$ cat src/rtl/chunked_adder_sequencer_if.sv
// Operand request and result handshakes of the chunked adder sequencer.
// The master side issues requests and consumes results; the slave side is the sequencer.
interface chunked_adder_sequencer_if #(
  parameter int N = 32
) ();
  logic         in_valid;
  logic         in_ready;
  logic [N-1:0] in_a;
  logic [N-1:0] in_b;
  logic         in_cin;
  logic         out_valid;
  logic         out_ready;
  logic [N-1:0] out_y;
  logic         out_cout;

  modport master (
    output in_valid, in_a, in_b, in_cin, out_ready,
    input  in_ready, out_valid, out_y, out_cout
  );

  modport slave (
    input  in_valid, in_a, in_b, in_cin, out_ready,
    output in_ready, out_valid, out_y, out_cout
  );
endinterface

$ cat src/rtl/chunked_adder_sequencer.sv
// Multi-cycle N-bit add built from one external CHUNK-wide adder, LSB chunk first,
// with the chunk carry registered between cycles and valid/ready on both ends.
module chunked_adder_sequencer #(
  parameter int N     = 32,
  parameter int CHUNK = 8
) (
  input  logic                 clk,
  input  logic                 rst_n,
  chunked_adder_sequencer_if.slave bus,
  output logic [CHUNK-1:0]     add_a_o,
  output logic [CHUNK-1:0]     add_b_o,
  output logic                 add_cin_o,
  input  logic [CHUNK-1:0]     add_y_i,
  input  logic                 add_cout_i
);

  localparam int NCH = N / CHUNK;
  localparam int KW  = (NCH > 1) ? $clog2(NCH) : 1;
  localparam logic [KW-1:0] KLAST = KW'(NCH - 1);

  if (CHUNK < 1) begin : g_bad_chunk
    $error("chunked_adder_sequencer: CHUNK must be at least 1");
  end else if (N % CHUNK != 0) begin : g_bad_width
    $error("chunked_adder_sequencer: N must be a multiple of CHUNK");
  end

  typedef enum logic [1:0] {
    IDLE,
    RUN,
    DONE
  } state_e;

  state_e         state_q, state_d;
  logic [N-1:0]   a_q, a_d;
  logic [N-1:0]   b_q, b_d;
  logic [N-1:0]   y_q, y_d;
  logic           carry_q, carry_d;
  logic           cout_q, cout_d;
  logic [KW-1:0]  k_q, k_d;
  logic           accept;
  int             chunk_base;

  // In DONE the result handshake frees the block, so a new request can enter that same cycle.
  assign bus.in_ready  = (state_q == IDLE) || ((state_q == DONE) && bus.out_ready);
  assign bus.out_valid = (state_q == DONE);
  assign bus.out_y     = y_q;
  assign bus.out_cout  = cout_q;
  assign accept        = bus.in_valid && bus.in_ready;

  always_comb begin
    state_d    = state_q;
    a_d        = a_q;
    b_d        = b_q;
    y_d        = y_q;
    carry_d    = carry_q;
    cout_d     = cout_q;
    k_d        = k_q;
    add_a_o    = '0;
    add_b_o    = '0;
    add_cin_o  = 1'b0;
    chunk_base = int'(k_q) * CHUNK;

    unique case (state_q)
      IDLE: ;
      RUN: begin
        add_a_o   = a_q[chunk_base +: CHUNK];
        add_b_o   = b_q[chunk_base +: CHUNK];
        add_cin_o = carry_q;
        y_d[chunk_base +: CHUNK] = add_y_i;
        carry_d   = add_cout_i;
        if (k_q == KLAST) begin
          cout_d  = add_cout_i;
          state_d = DONE;
        end else begin
          k_d = k_q + 1'b1;
        end
      end
      DONE: begin
        if (bus.out_ready && !bus.in_valid) begin
          state_d = IDLE;
        end
      end
      default: state_d = IDLE;
    endcase

    // The operand carry-in seeds the chunk carry register, so chunk 0 needs no special case.
    if (accept) begin
      a_d     = bus.in_a;
      b_d     = bus.in_b;
      carry_d = bus.in_cin;
      k_d     = '0;
      state_d = RUN;
    end
  end

  always_ff @(posedge clk or negedge rst_n) begin
    if (!rst_n) begin
      state_q <= IDLE;
      a_q     <= '0;
      b_q     <= '0;
      y_q     <= '0;
      carry_q <= 1'b0;
      cout_q  <= 1'b0;
      k_q     <= '0;
    end else begin
      state_q <= state_d;
      a_q     <= a_d;
      b_q     <= b_d;
      y_q     <= y_d;
      carry_q <= carry_d;
      cout_q  <= cout_d;
      k_q     <= k_d;
    end
  end

endmodule

$ cat src/flat_wrapper.sv
// flat-port wrapper written by rule: the top's interface ports become plain ports
module chunked_adder_sequencer_flat 
#(
  parameter int N     = 32,
  parameter int CHUNK = 8
)
  (clk, rst_n, add_a_o, add_b_o, add_cin_o, add_y_i, add_cout_i, bus_in_valid, bus_in_a, bus_in_b, bus_in_cin, bus_out_ready, bus_in_ready, bus_out_valid, bus_out_y, bus_out_cout);
  chunked_adder_sequencer_if #(.N(N)) bus_i ();
  input  logic clk;
  input  logic rst_n;
  output logic [CHUNK-1:0] add_a_o;
  output logic [CHUNK-1:0] add_b_o;
  output logic add_cin_o;
  input  logic [CHUNK-1:0] add_y_i;
  input  logic add_cout_i;
  input wire logic [$bits(bus_i.in_valid)-1:0] bus_in_valid;
  input wire logic [$bits(bus_i.in_a)-1:0] bus_in_a;
  input wire logic [$bits(bus_i.in_b)-1:0] bus_in_b;
  input wire logic [$bits(bus_i.in_cin)-1:0] bus_in_cin;
  input wire logic [$bits(bus_i.out_ready)-1:0] bus_out_ready;
  output wire logic [$bits(bus_i.in_ready)-1:0] bus_in_ready;
  output wire logic [$bits(bus_i.out_valid)-1:0] bus_out_valid;
  output wire logic [$bits(bus_i.out_y)-1:0] bus_out_y;
  output wire logic [$bits(bus_i.out_cout)-1:0] bus_out_cout;
  assign bus_i.in_valid = bus_in_valid;
  assign bus_i.in_a = bus_in_a;
  assign bus_i.in_b = bus_in_b;
  assign bus_i.in_cin = bus_in_cin;
  assign bus_i.out_ready = bus_out_ready;
  assign bus_in_ready = bus_i.in_ready;
  assign bus_out_valid = bus_i.out_valid;
  assign bus_out_y = bus_i.out_y;
  assign bus_out_cout = bus_i.out_cout;
  chunked_adder_sequencer #(.N(N), .CHUNK(CHUNK)) u_core (.clk(clk), .rst_n(rst_n), .bus(bus_i), .add_a_o(add_a_o), .add_b_o(add_b_o), .add_cin_o(add_cin_o), .add_y_i(add_y_i), .add_cout_i(add_cout_i));
endmodule
$ cat config.mk
export PLATFORM = sky130hd
export DESIGN_NAME = chunked_adder_sequencer_flat
export DESIGN_NICKNAME = d
export VERILOG_FILES = /design/src/rtl/chunked_adder_sequencer_if.sv /design/src/rtl/chunked_adder_sequencer.sv /design/src/flat_wrapper.sv
export SDC_FILE = /design/constraint.sdc
export NUM_CORES = 1
export LEC_CHECK = 0
export ABC_AREA = 1
export CORE_AREA = 2 2 104 106
export DETAILED_ROUTE_END_ITERATION = 10
export DIE_AREA = 0 0 106 108
export PLACE_DENSITY = 0.83
export SLEW_MARGIN = 20
export SYNTH_ARGS = -nofsm -noshare
export SYNTH_HDL_FRONTEND = slang
export SYNTH_SLANG_ARGS = --single-unit
$ cat constraint.sdc
create_clock -name clk -period 2.4 [get_ports clk]
set_input_delay 0.24 -clock clk [delete_from_list [all_inputs] [get_ports clk]]
set_output_delay 0.24 -clock clk [all_outputs]
set_load 0.02 [all_outputs]
==> summary.md, run 1 <==
| Metric | Value |
|---|---|
| Starting Density | `48.4%` |
| GRT met1 Usage | `31.0%` |
| Commonest non-fill, non-tap cell in the layout | `nand2_1` |
| Leading post-synthesis cells by cell area | `dfrtp_1 52%, nand2_1 19%, nand3_1 12%` |
| GR Util met3 | `3.62%` |
| Seq/Total Area, Yosys | `51.6%` |
| Switching Share | `45.7%` |
| Routed Antenna Nets | `0` |
| Post-route setup slack | `0.109 ns` |
| CTS max path bufs | `2` |
| Final instance area | `0.00656 mm2` |
| GPL Wtd Cong | `0.858` |
| Die Height | `108 um` |
| Worst VDD drop | `0.785 mV` |
| Placeable Area | `0.0102 mm2` |
| TNS Setup | `0 ns` |
| Max Fclk | `437 MHz` |
| Detail Placement HPWL | `9570 um` |
| Post-Route WL | `13500 um` |
| Outcome | `complete, no violations` |
| Post-synthesis cell count | `659` |
| Share of the synthesized area in the top cell type | `51.6%` |
| Ports | `130` |
| Root Driver | `clkbuf_8` |
| TritonRoute pass-1 iters | `4` |
| Clock Sink Count | `102` |
| Area grow syn2layout | `32.5%` |
| Final min period | `2.29 ns` |
| Layout cell share with drive strength beyond 1 | `4.36%` |
| Final Skew | `0.0114 ns` |
| All-Layer GR Usage | `24.5%` |
| CP endpoint kind | `primary output` |
| Tcrit/Tclk final | `95.4%` |
| First-pass GRT wire length | `22200 um` |
| Final nets | `857` |
| WL per Instance | `14.7 um` |
| Total CTS buffers | `9` |
| Critical Path Start Type | `flop` |
| H-tree levels | `3` |
| Synthesized Nets | `741` |
| Global route overflow | `0` |
| Die width | `106 um` |
| Setup CP Type | `reg2out` |
| CP required | `2.16 ns` |
| Post-DP Area | `0.00635 mm2` |
| Internal Power | `4710 uW` |
| Sequential share of power | `34.3%` |
| GR peak layer | `met2` |
| FF+latch count, synth | `102` |
| Unrepaired setup endpoints after global routing | `false` |
| Area of the die | `0.0114 mm2` |
| Rel. slew slack | `52.0%` |
| NetSw | `3960 uW` |
| Syn Area/Cell | `7.51 um2` |
| PortBufs | `129` |
| Slew at the pin closest to its max-slew limit | `0.719 ns` |
| Number of global-route vias before repair | `4741` |
| Yosys warning total | `0` |
| Largest net degree at the start of global routing | `69` |
| Multi-input logic area | `0.00192 mm2` |
| Most frequent cells in the layout | `244 x nand2_1, 119 x nand3_1, 118 x clkdlybuf4s50_1, 102 x dfrtp_1, 82 x inv_1` |
| Hold Fails Final Rpt | `0` |
| Final number of setup-violating endpoints | `0` |
| Tot Pwr | `8680 uW` |
| Max Fanout on Critical Path | `17` |
| Rows | `37` |
| Pwr dens | `1320 mW/mm2` |
| Via count | `4766` |
| Clock latency on the worst-skew pair | `0.37 ns` |
| Max_cap viols | `0` |
| DRC errors left | `0` |
| Final Max Slew Viols | `0` |
| Vias/cell | `5.20` |
| Initial DRC count | `333` |
| Leakage power | `0.00349 uW` |
| Clk pwr share | `11.4%` |
| CP arrival | `2.05 ns` |
| Combinational share of power | `54.3%` |
| Filler instances | `880` |
| CTS tree | `yes` |
| Cell variety after synth | `17` |
| ANT cells | `0` |
| Synthesized area | `0.00495 mm2` |
| Area leader, netlist | `dfrtp_1` |
| Reg clk slew, reported paths | `0.10 ns` |
| Initial antenna violation count | `0` |
| Hold Crit Class | `in2reg` |
| Worst slack at placement | `0.409 ns` |
| Reg area | `0.00255 mm2` |
| # Post-CTS Setup Buffers | `0` |
| Global routing usage on met2 | `42.2%` |
cell usage after synthesis:
library cell,count
o21ai_1,1
clkbuf_1,10
nand2_2,1
a21oi_1,17
buf_2,16
nand2_1,244
dfrtp_1,102
ha_1,4
nand3_2,1
nor2_4,1
nor2_1,15
o21ai_0,33
nand3_1,119
clkinv_1,2
inv_1,82
buf_4,6
buf_1,5
what timing repair did:
item / CTS / global route
hold buffers: 1 / 0
hold endpoints to repair: 54 / 0
gates resized for setup: 0 / 10
setup endpoints to repair: 0 / 17
through the flow:
stage                     instances  hold WS, ns  util, %
after CTS                       916        0.184     63.8
after global placement          899        0.336     62.1
after detailed placement        899        0.346     62.1
after floorplan                 659      -0.0556        -
final                           916        0.191     64.1
after global routing            916        0.213     64.1
power by group through the flow:
stage | logic [uW] | registers, uW | clock network, uW
global placement | 4610 | 2960 | 0
global route | 5240 | 3070 | 1060
finish | 4710 | 2980 | 987
CTS | 4750 | 2970 | 1000
floorplan | 2670 | 3180 | 0
detailed placement | 4720 | 3000 | 0
layout make-up:
type	count	share of cell area [%]
flip-flops and latches	102	38.9
clock inverters	7	0.744
inverters	84	4.81
well taps	136	2.59
clock buffers	9	1.89
repair buffers	142	21.8
multi-input cells	436	29.2
worst paths after layout:
| check | slack, ns | from | depth (start not counted) | to |
|---|---|---|---|---|
| setup / recovery | 0.11 | u_core.k_q[0]$_DFFE_PN0P_ | 6 | add_a_o[3] |
| hold / removal | 0.19 | bus_in_valid | 3 | u_core.b_q[22]$_DFFE_PN0N_ |
| setup reg to reg | 0.37 | u_core.k_q[1]$_DFFE_PN0P_ | 7 | u_core.bus.out_y[20]$_DFFE_PN0P_ |
| hold reg to reg | 0.48 | u_core.a_q[11]$_DFFE_PN0N_ | 2 | u_core.a_q[11]$_DFFE_PN0N_ |
| max in group asynchronous | 1.25 | rst_n | 3 | u_core.bus.out_y[2]$_DFFE_PN0P_ |
| min in group asynchronous | 0.46 | rst_n | 2 | u_core.bus.out_y[8]$_DFFE_PN0P_ |
state kept, by name, summed over array words and instances (netlist names):
| signal | flops |
|---|---|
| u_core.bus.out_y | 32 |
| u_core.b_q | 32 |
| u_core.state_q | 2 |
| u_core.a_q | 32 |
| u_core.bus.out_cout | 1 |
| u_core.k_q | 2 |
| u_core.carry_q | 1 |
worst max-delay path: stages, from the launching register on:
cell	delay [ns]
dfrtp_1	0.38
clkinv_1	0.09
buf_4	0.21
nand2_1	0.10
nand3_1	0.07
a21oi_1	0.18
clkdlybuf4s50_1	0.63
cell families after synthesis:
group                    count (synthesis)  synth area share, %
AND/OR/NAND/NOR                        381                 32.2
buffers and inverters                  121                 10.0
flip-flops                             102                 51.6
AO/OA/AOI/OAI                           51                 5.16
adder cells (fa/ha/maj)                  4                 1.01
layer usage:
layer  up-vias  part of all wire (%)
met5         -                     0
met4         0                   2.8
met3        31                   6.5
met2       228                    49
met1      2229                    41
li1       2278                     -
(Power assumes the default switching activity.)
==> run 2, diff against run 1 <==
--- a/config.mk
+++ b/config.mk
@@ -7,6 +7,7 @@
 export LEC_CHECK = 0
 export ABC_AREA = 1
 export CORE_AREA = 2 2 104 106
+export CTS_CLUSTER_DIAMETER = 60
 export DETAILED_ROUTE_END_ITERATION = 10
 export DIE_AREA = 0 0 106 108
 export PLACE_DENSITY = 0.83
==> results of run 2 <==
No change in the layout: final DEF, timing and power equal those of run 1.
